==> config.mk <==
export PLATFORM = sky130hd
export DESIGN_NAME = hdmi_timing_ctrl
export DESIGN_NICKNAME = d
export VERILOG_FILES = /design/src/rtl/hdmi_timing_ctrl.sv
export SDC_FILE = /design/constraint.sdc
export NUM_CORES = 1
export LEC_CHECK = 0
export CORE_UTILIZATION = 50
export CTS_BUF_LIST = sky130_fd_sc_hd__clkbuf_4
export DETAILED_ROUTE_END_ITERATION = 12
export PLACE_DENSITY = 0.76
export SETUP_SLACK_MARGIN = 0.5
export SLEW_MARGIN = 40
export SYNTH_ARGS = -nofsm -noshare
export SYNTH_HDL_FRONTEND = slang
export SYNTH_SLANG_ARGS = --single-unit
export TNS_END_PERCENT = 1
==> constraint.sdc <==
create_clock -name clk -period 5.1 [get_ports clk]
set_input_delay 1.02 -clock clk [delete_from_list [all_inputs] [get_ports clk]]
set_output_delay 1.02 -clock clk [all_outputs]
set_load 0.02 [all_outputs]
==> src/rtl/hdmi_timing_ctrl.sv <==
// -----------------------------------------------------------------------------
// hdmi_timing_ctrl
//
// Video timing sequencer for the HDMI output path. It walks a parameterised
// raster one pixel per clock and produces registered sync, data-enable and
// pixel coordinates that all line up in the same cycle. A single level enable
// starts and stops the raster. A stop request always finishes the frame that
// is in progress, so a partial frame is never emitted.
//
// Ports
//   clk          pixel clock, rising edge
//   rst          asynchronous, active-low reset
//   en           run request (level)
//   h_sync       horizontal sync, asserted level = H_POL
//   v_sync       vertical sync, asserted level = V_POL
//   data_en      high while (x, y) is a visible pixel
//   x, y         current pixel position (12 bits each)
//   line_start   one-cycle pulse on x == 0 while running
//   frame_start  one-cycle pulse on x == 0, y == 0 while running
//   busy         high whenever the sequencer is not idle
// -----------------------------------------------------------------------------
module hdmi_timing_ctrl #(
    parameter int   H_ACTIVE = 640,
    parameter int   H_FP     = 16,
    parameter int   H_SYNC   = 96,
    parameter int   H_BP     = 48,
    parameter int   V_ACTIVE = 480,
    parameter int   V_FP     = 10,
    parameter int   V_SYNC   = 2,
    parameter int   V_BP     = 33,
    parameter logic H_POL    = 1'b0,
    parameter logic V_POL    = 1'b0
) (
    input  logic        clk,
    input  logic        rst,
    input  logic        en,
    output logic        h_sync,
    output logic        v_sync,
    output logic        data_en,
    output logic [11:0] x,
    output logic [11:0] y,
    output logic        line_start,
    output logic        frame_start,
    output logic        busy
);

    localparam int H_TOTAL = H_ACTIVE + H_FP + H_SYNC + H_BP;
    localparam int V_TOTAL = V_ACTIVE + V_FP + V_SYNC + V_BP;

    generate
        if (H_TOTAL > 4096 || V_TOTAL > 4096) begin : g_size_check
            $error("hdmi_timing_ctrl: H_TOTAL and V_TOTAL must not exceed 4096");
        end
    endgenerate

    localparam logic [11:0] H_LAST = 12'(H_TOTAL - 1);
    localparam logic [11:0] V_LAST = 12'(V_TOTAL - 1);

    // Window bounds are 13 bits wide so that a bound equal to 4096 still fits.
    localparam logic [12:0] H_DE_END = 13'(H_ACTIVE);
    localparam logic [12:0] H_SY_BEG = 13'(H_ACTIVE + H_FP);
    localparam logic [12:0] H_SY_END = 13'(H_ACTIVE + H_FP + H_SYNC);
    localparam logic [12:0] V_DE_END = 13'(V_ACTIVE);
    localparam logic [12:0] V_SY_BEG = 13'(V_ACTIVE + V_FP);
    localparam logic [12:0] V_SY_END = 13'(V_ACTIVE + V_FP + V_SYNC);

    typedef enum logic [1:0] {
        IDLE,
        RUN,
        DRAIN
    } state_t;

    state_t      state;

    logic        x_wrap;
    logic        y_wrap;
    logic        frame_end;
    logic        running_nxt;
    logic [11:0] x_nxt;
    logic [11:0] y_nxt;
    logic        de_nxt;
    logic        hs_act_nxt;
    logic        vs_act_nxt;

    // NOTE: every signal gets a value on every path through this block;
    // otherwise synthesis infers a latch to hold the missing case.
    always_comb begin
        x_wrap    = (x == H_LAST);
        y_wrap    = (y == V_LAST);
        frame_end = x_wrap && y_wrap;

        // Leaving IDLE always starts at the origin of a fresh frame.
        if (state == IDLE) begin
            x_nxt = '0;
            y_nxt = '0;
        end else if (x_wrap) begin
            x_nxt = '0;
            y_nxt = y_wrap ? 12'd0 : y + 12'd1;
        end else begin
            x_nxt = x + 12'd1;
            y_nxt = y;
        end

        // Whether the next cycle shows a pixel or idle values. DRAIN stops
        // only after the last pixel of the frame, unless en came back.
        case (state)
            IDLE:    running_nxt = en;
            DRAIN:   running_nxt = en || !frame_end;
            default: running_nxt = 1'b1;
        endcase

        de_nxt     = ({1'b0, x_nxt} < H_DE_END) && ({1'b0, y_nxt} < V_DE_END);
        hs_act_nxt = ({1'b0, x_nxt} >= H_SY_BEG) && ({1'b0, x_nxt} < H_SY_END);
        // y only moves when x wraps, so v_sync changes only alongside x == 0.
        vs_act_nxt = ({1'b0, y_nxt} >= V_SY_BEG) && ({1'b0, y_nxt} < V_SY_END);
    end

    // NOTE: sequential state uses non-blocking assignments so every register
    // samples the pre-edge values, independent of statement order.
    always_ff @(posedge clk or negedge rst) begin
        if (!rst) begin
            state       <= IDLE;
            x           <= '0;
            y           <= '0;
            h_sync      <= ~H_POL;
            v_sync      <= ~V_POL;
            data_en     <= 1'b0;
            line_start  <= 1'b0;
            frame_start <= 1'b0;
            busy        <= 1'b0;
        end else begin
            case (state)
                IDLE: if (en) state <= RUN;
                RUN:  if (!en) state <= DRAIN;
                DRAIN: begin
                    if (en)             state <= RUN;
                    else if (frame_end) state <= IDLE;
                end
                default: state <= IDLE;
            endcase

            if (running_nxt) begin
                x           <= x_nxt;
                y           <= y_nxt;
                h_sync      <= hs_act_nxt ? H_POL : ~H_POL;
                v_sync      <= vs_act_nxt ? V_POL : ~V_POL;
                data_en     <= de_nxt;
                line_start  <= (x_nxt == 12'd0);
                frame_start <= (x_nxt == 12'd0) && (y_nxt == 12'd0);
                busy        <= 1'b1;
            end else begin
                x           <= '0;
                y           <= '0;
                h_sync      <= ~H_POL;
                v_sync      <= ~V_POL;
                data_en     <= 1'b0;
                line_start  <= 1'b0;
                frame_start <= 1'b0;
                busy        <= 1'b0;
            end
        end
    end

endmodule

==> summary.txt <==
Synthesis
  • Yosys cell types: 51
  • Post-synthesis compound-gate area fraction: 0.108
  • Simple-Gate Fraction of Synth Area: 0.290
  • Post-Synthesis Net Count: 208
  • Synth warn: 0
  • Xor/xnor share of the synthesized area: 0.100
  • Syn_area_per_cell: 9.50 µm²
  • Synth Area in Adders: 0.0196
  • Post-synth top area cell: dfrtp_1
  • Proportion of synthesized area in mux cells: 0.0215
  • Largest cells by area after synthesis: dfrtp_1 (39%), xnor2_1 (7.3%), nor2_1 (5.7%)
  • Synth Flop Type: dfrtp_1
  • Gate Count Post-Synth: 202
  • Most frequent cells after synthesis: dfrtp_1 (30), nor2_1 (29), xnor2_1 (16)
  • Synthesized flop and latch total: 32
  • Post-Syn Area: 1920 µm²
  • Ys async rst share: 1.00
  • Most frequent cell after synthesis: dfrtp_1
  • EDFF count, synth: 0
  • Yosys top cell area share: 0.391
  • Main combinational cell family by area after synthesis: simple AND/OR/NAND/NOR gates
  • Sequential area share after synthesis: 0.419

Final layout
  • Area Growth Syn to Fin: 20.3%
  • Layout cells sized above 1: 0.0936
  • Cell area after layout: 2310 µm²
  • Fill cell count: 331
  • Nets@finish: 240
  • FF+latch area: 803 µm²
  • Area taken by multi-input logic gates: 1030 µm²
  • Antenna diodes: 0

Clocking
  • Clock sink count: 32
  • Clock Latency Late Sink: 0.34 ns
  • Reg clk slew, reported paths: 0.10 ns
  • CTS Hold Bufs: 0
  • Root buf cell: clkbuf_4
  • Max Buffers Root-to-Sink: 2
  • TritonCTS clock tree: yes
  • Total CTS buffers: 5
  • Setup Fix Bufs, Post-CTS: 0
  • H-tree level count: 2
  • Post-cts resize count: 0

Detailed routing
  • DR pass1 iterations: 5
  • Met3 wire length: 152 µm
  • DR vias: 1584
  • Post-DRT Antenna Nets: 0
  • Uppermost layer routed: met4
  • Metal2 WL: 1810 µm
  • Wire length on met1: 2020 µm
  • Wire length per cell: 14.3 µm
  • Routed wire length: 4040 µm
  • Initial DRC Count: 152
  • Via density: 5.60
  • Post-route DRC violation count: 0

Timing
  • RSZ-0062 raised after global routing: false
  • Final Hold Vio Count: 0
  • TNS Setup: 0 ns
  • Setup ws final: 2.32 ns
  • Slew Viols, Final: 0
  • Endpoints failing setup: 0
  • Minimum clock period: 2.78 ns
  • Fmax: 0.360 GHz
  • Post-Route Skew: 0.00958 ns
  • Final period util: 0.545
  • Slew headroom: 0.604
  • Slew @ Worst Pin: 0.589 ns

Setup path
  • Worst Path Arrival: 3.02 ns
  • Crit. End Element: flip-flop
  • Crit path kind: reg -> reg
  • Crit-path max FO: 14
  • CP required: 5.34 ns
  • Reg2Reg Depth: 7
  • CP startpoint kind: flip-flop

Global route
  • Initial antenna violation count: 0
  • Grt ovf: 0
  • Largest net degree at the start of global routing: 33
  • Vias in the first global route: 1471
  • First-pass GRT wire length: 6960 µm
  • GRT Total Usage: 0.223

Hold path
  • Hold path cells: 1
  • Hold crit path type: reg -> reg

Pwr
  • PD cells: 236 nW/µm²
  • Leak: 0.915 nW
  • Peak supply drop: 209 µV

Run
  • Number of max-cap violations: 0

Floorplanning
  • Chip height: 64.0 µm
  • Row count: 22
  • Core area: 3660 µm²
  • DIE AREA: 4090 µm²
  • Die width: 64.0 µm
  • Total I/O pin count: 33
  • Initial Util: 0.524

Placement
  • Dpl ws: 2.33 ns
  • Dpl hpwl: 2950 µm
  • Port Buffer Count: 32
  • Dpl cell area: 2260 µm²
  • Routability cong.: 0.850

Run status
  • Status: finished clean
## logic make-up after synthesis
family,count (synthesis)
multiplexers,4
AND/OR/NAND/NOR,99
XOR/XNOR,22
flip-flops,32
AO/OA/AOI/OAI,26
buffers and inverters,16
adder cells (fa/ha/maj),3
## metrics by stage
stage / hold WS [ns] / utilization / instances / total power, mW
2_1_floorplan: 0.493 / - / 202 / 0.362
3_3_place_gp: 0.517 / 0.616 / 275 / 0.408
3_5_place_dp: 0.523 / 0.616 / 275 / 0.409
4_1_cts: 0.547 / 0.631 / 283 / 0.551
5_1_grt: 0.565 / 0.631 / 283 / 0.576
6_report: 0.542 / 0.631 / 283 / 0.546
## state kept, by name, summed over array words and instances (netlist names)
| register | count |
|---|---|
| frame_start | 1 |
| v_sync | 1 |
| y | 12 |
| state | 2 |
| data_en | 1 |
| h_sync | 1 |
| line_start | 1 |
| busy | 1 |
| x | 12 |
## cells in the final DEF, fill, tap and decap left out, drive strengths merged, types with 2 or more instances in the layout
cell type	synthesis	routed
a21oi	2	2
and2	7	7
and3	2	2
clkbuf	3	6
clkdlybuf4s50	0	32
clkinv	0	2
dfrtp	30	30
dfstp	2	2
ha	3	3
inv	8	8
mux2i	3	3
nand2	13	13
nand3	9	9
nand4	8	8
nor2	29	29
nor2b	2	2
nor3	10	10
nor4	4	4
o211ai	2	2
o21a	4	4
o21ai	4	4
o31ai	2	2
or2	2	2
or3	6	6
or4	2	2
xnor2	16	16
xor2	6	6
## layout make-up
type,count,share of cell area
timing repair buffer,33,0.142
multi-input combinational,154,0.448
clock buffer,6,0.0195
inverter,8,0.0130
tap,48,0.0260
clock inverter,2,0.00325
sequential,32,0.348
## critical path: stages (launching register included)
cell,delay (ns)
dfrtp_1,0.45
ha_1,0.33
nand4_4,0.20
nor3_1,0.55
a21o_1,0.49
inv_1,0.19
o21a_1,0.15
a2111oi_2,0.31
## final timing paths
| check | to | start | slack, ns |
|---|---|---|---|
| min in group asynchronous | x[2] | rst | 1.06 |
| hold / removal | state[0] | state[1] | 0.54 |
| max in group asynchronous | v_sync | rst | 3.70 |
| setup reg to reg | frame_start | x[1] | 2.32 |
| hold reg to reg | state[0] | state[1] | 0.54 |
| setup / recovery | frame_start | x[1] | 2.32 |
## metal layers
layer	vias up	track usage
met5	-	0
met2	42	0.335
met1	760	0.315
li1	776	-
met4	0	0.0795
met3	6	0.0482
## power by group
part	leakage [nW]	internal [mW]	switching [mW]	total (mW)
sequential	0.420	0.269	0.0213	0.290
combinational	0.464	0.0527	0.0596	0.112
clock	0.0307	0.0563	0.0868	0.143
total	0.915	0.378	0.168	0.546
No activity file was read; power rests on OpenSTA's default activity.
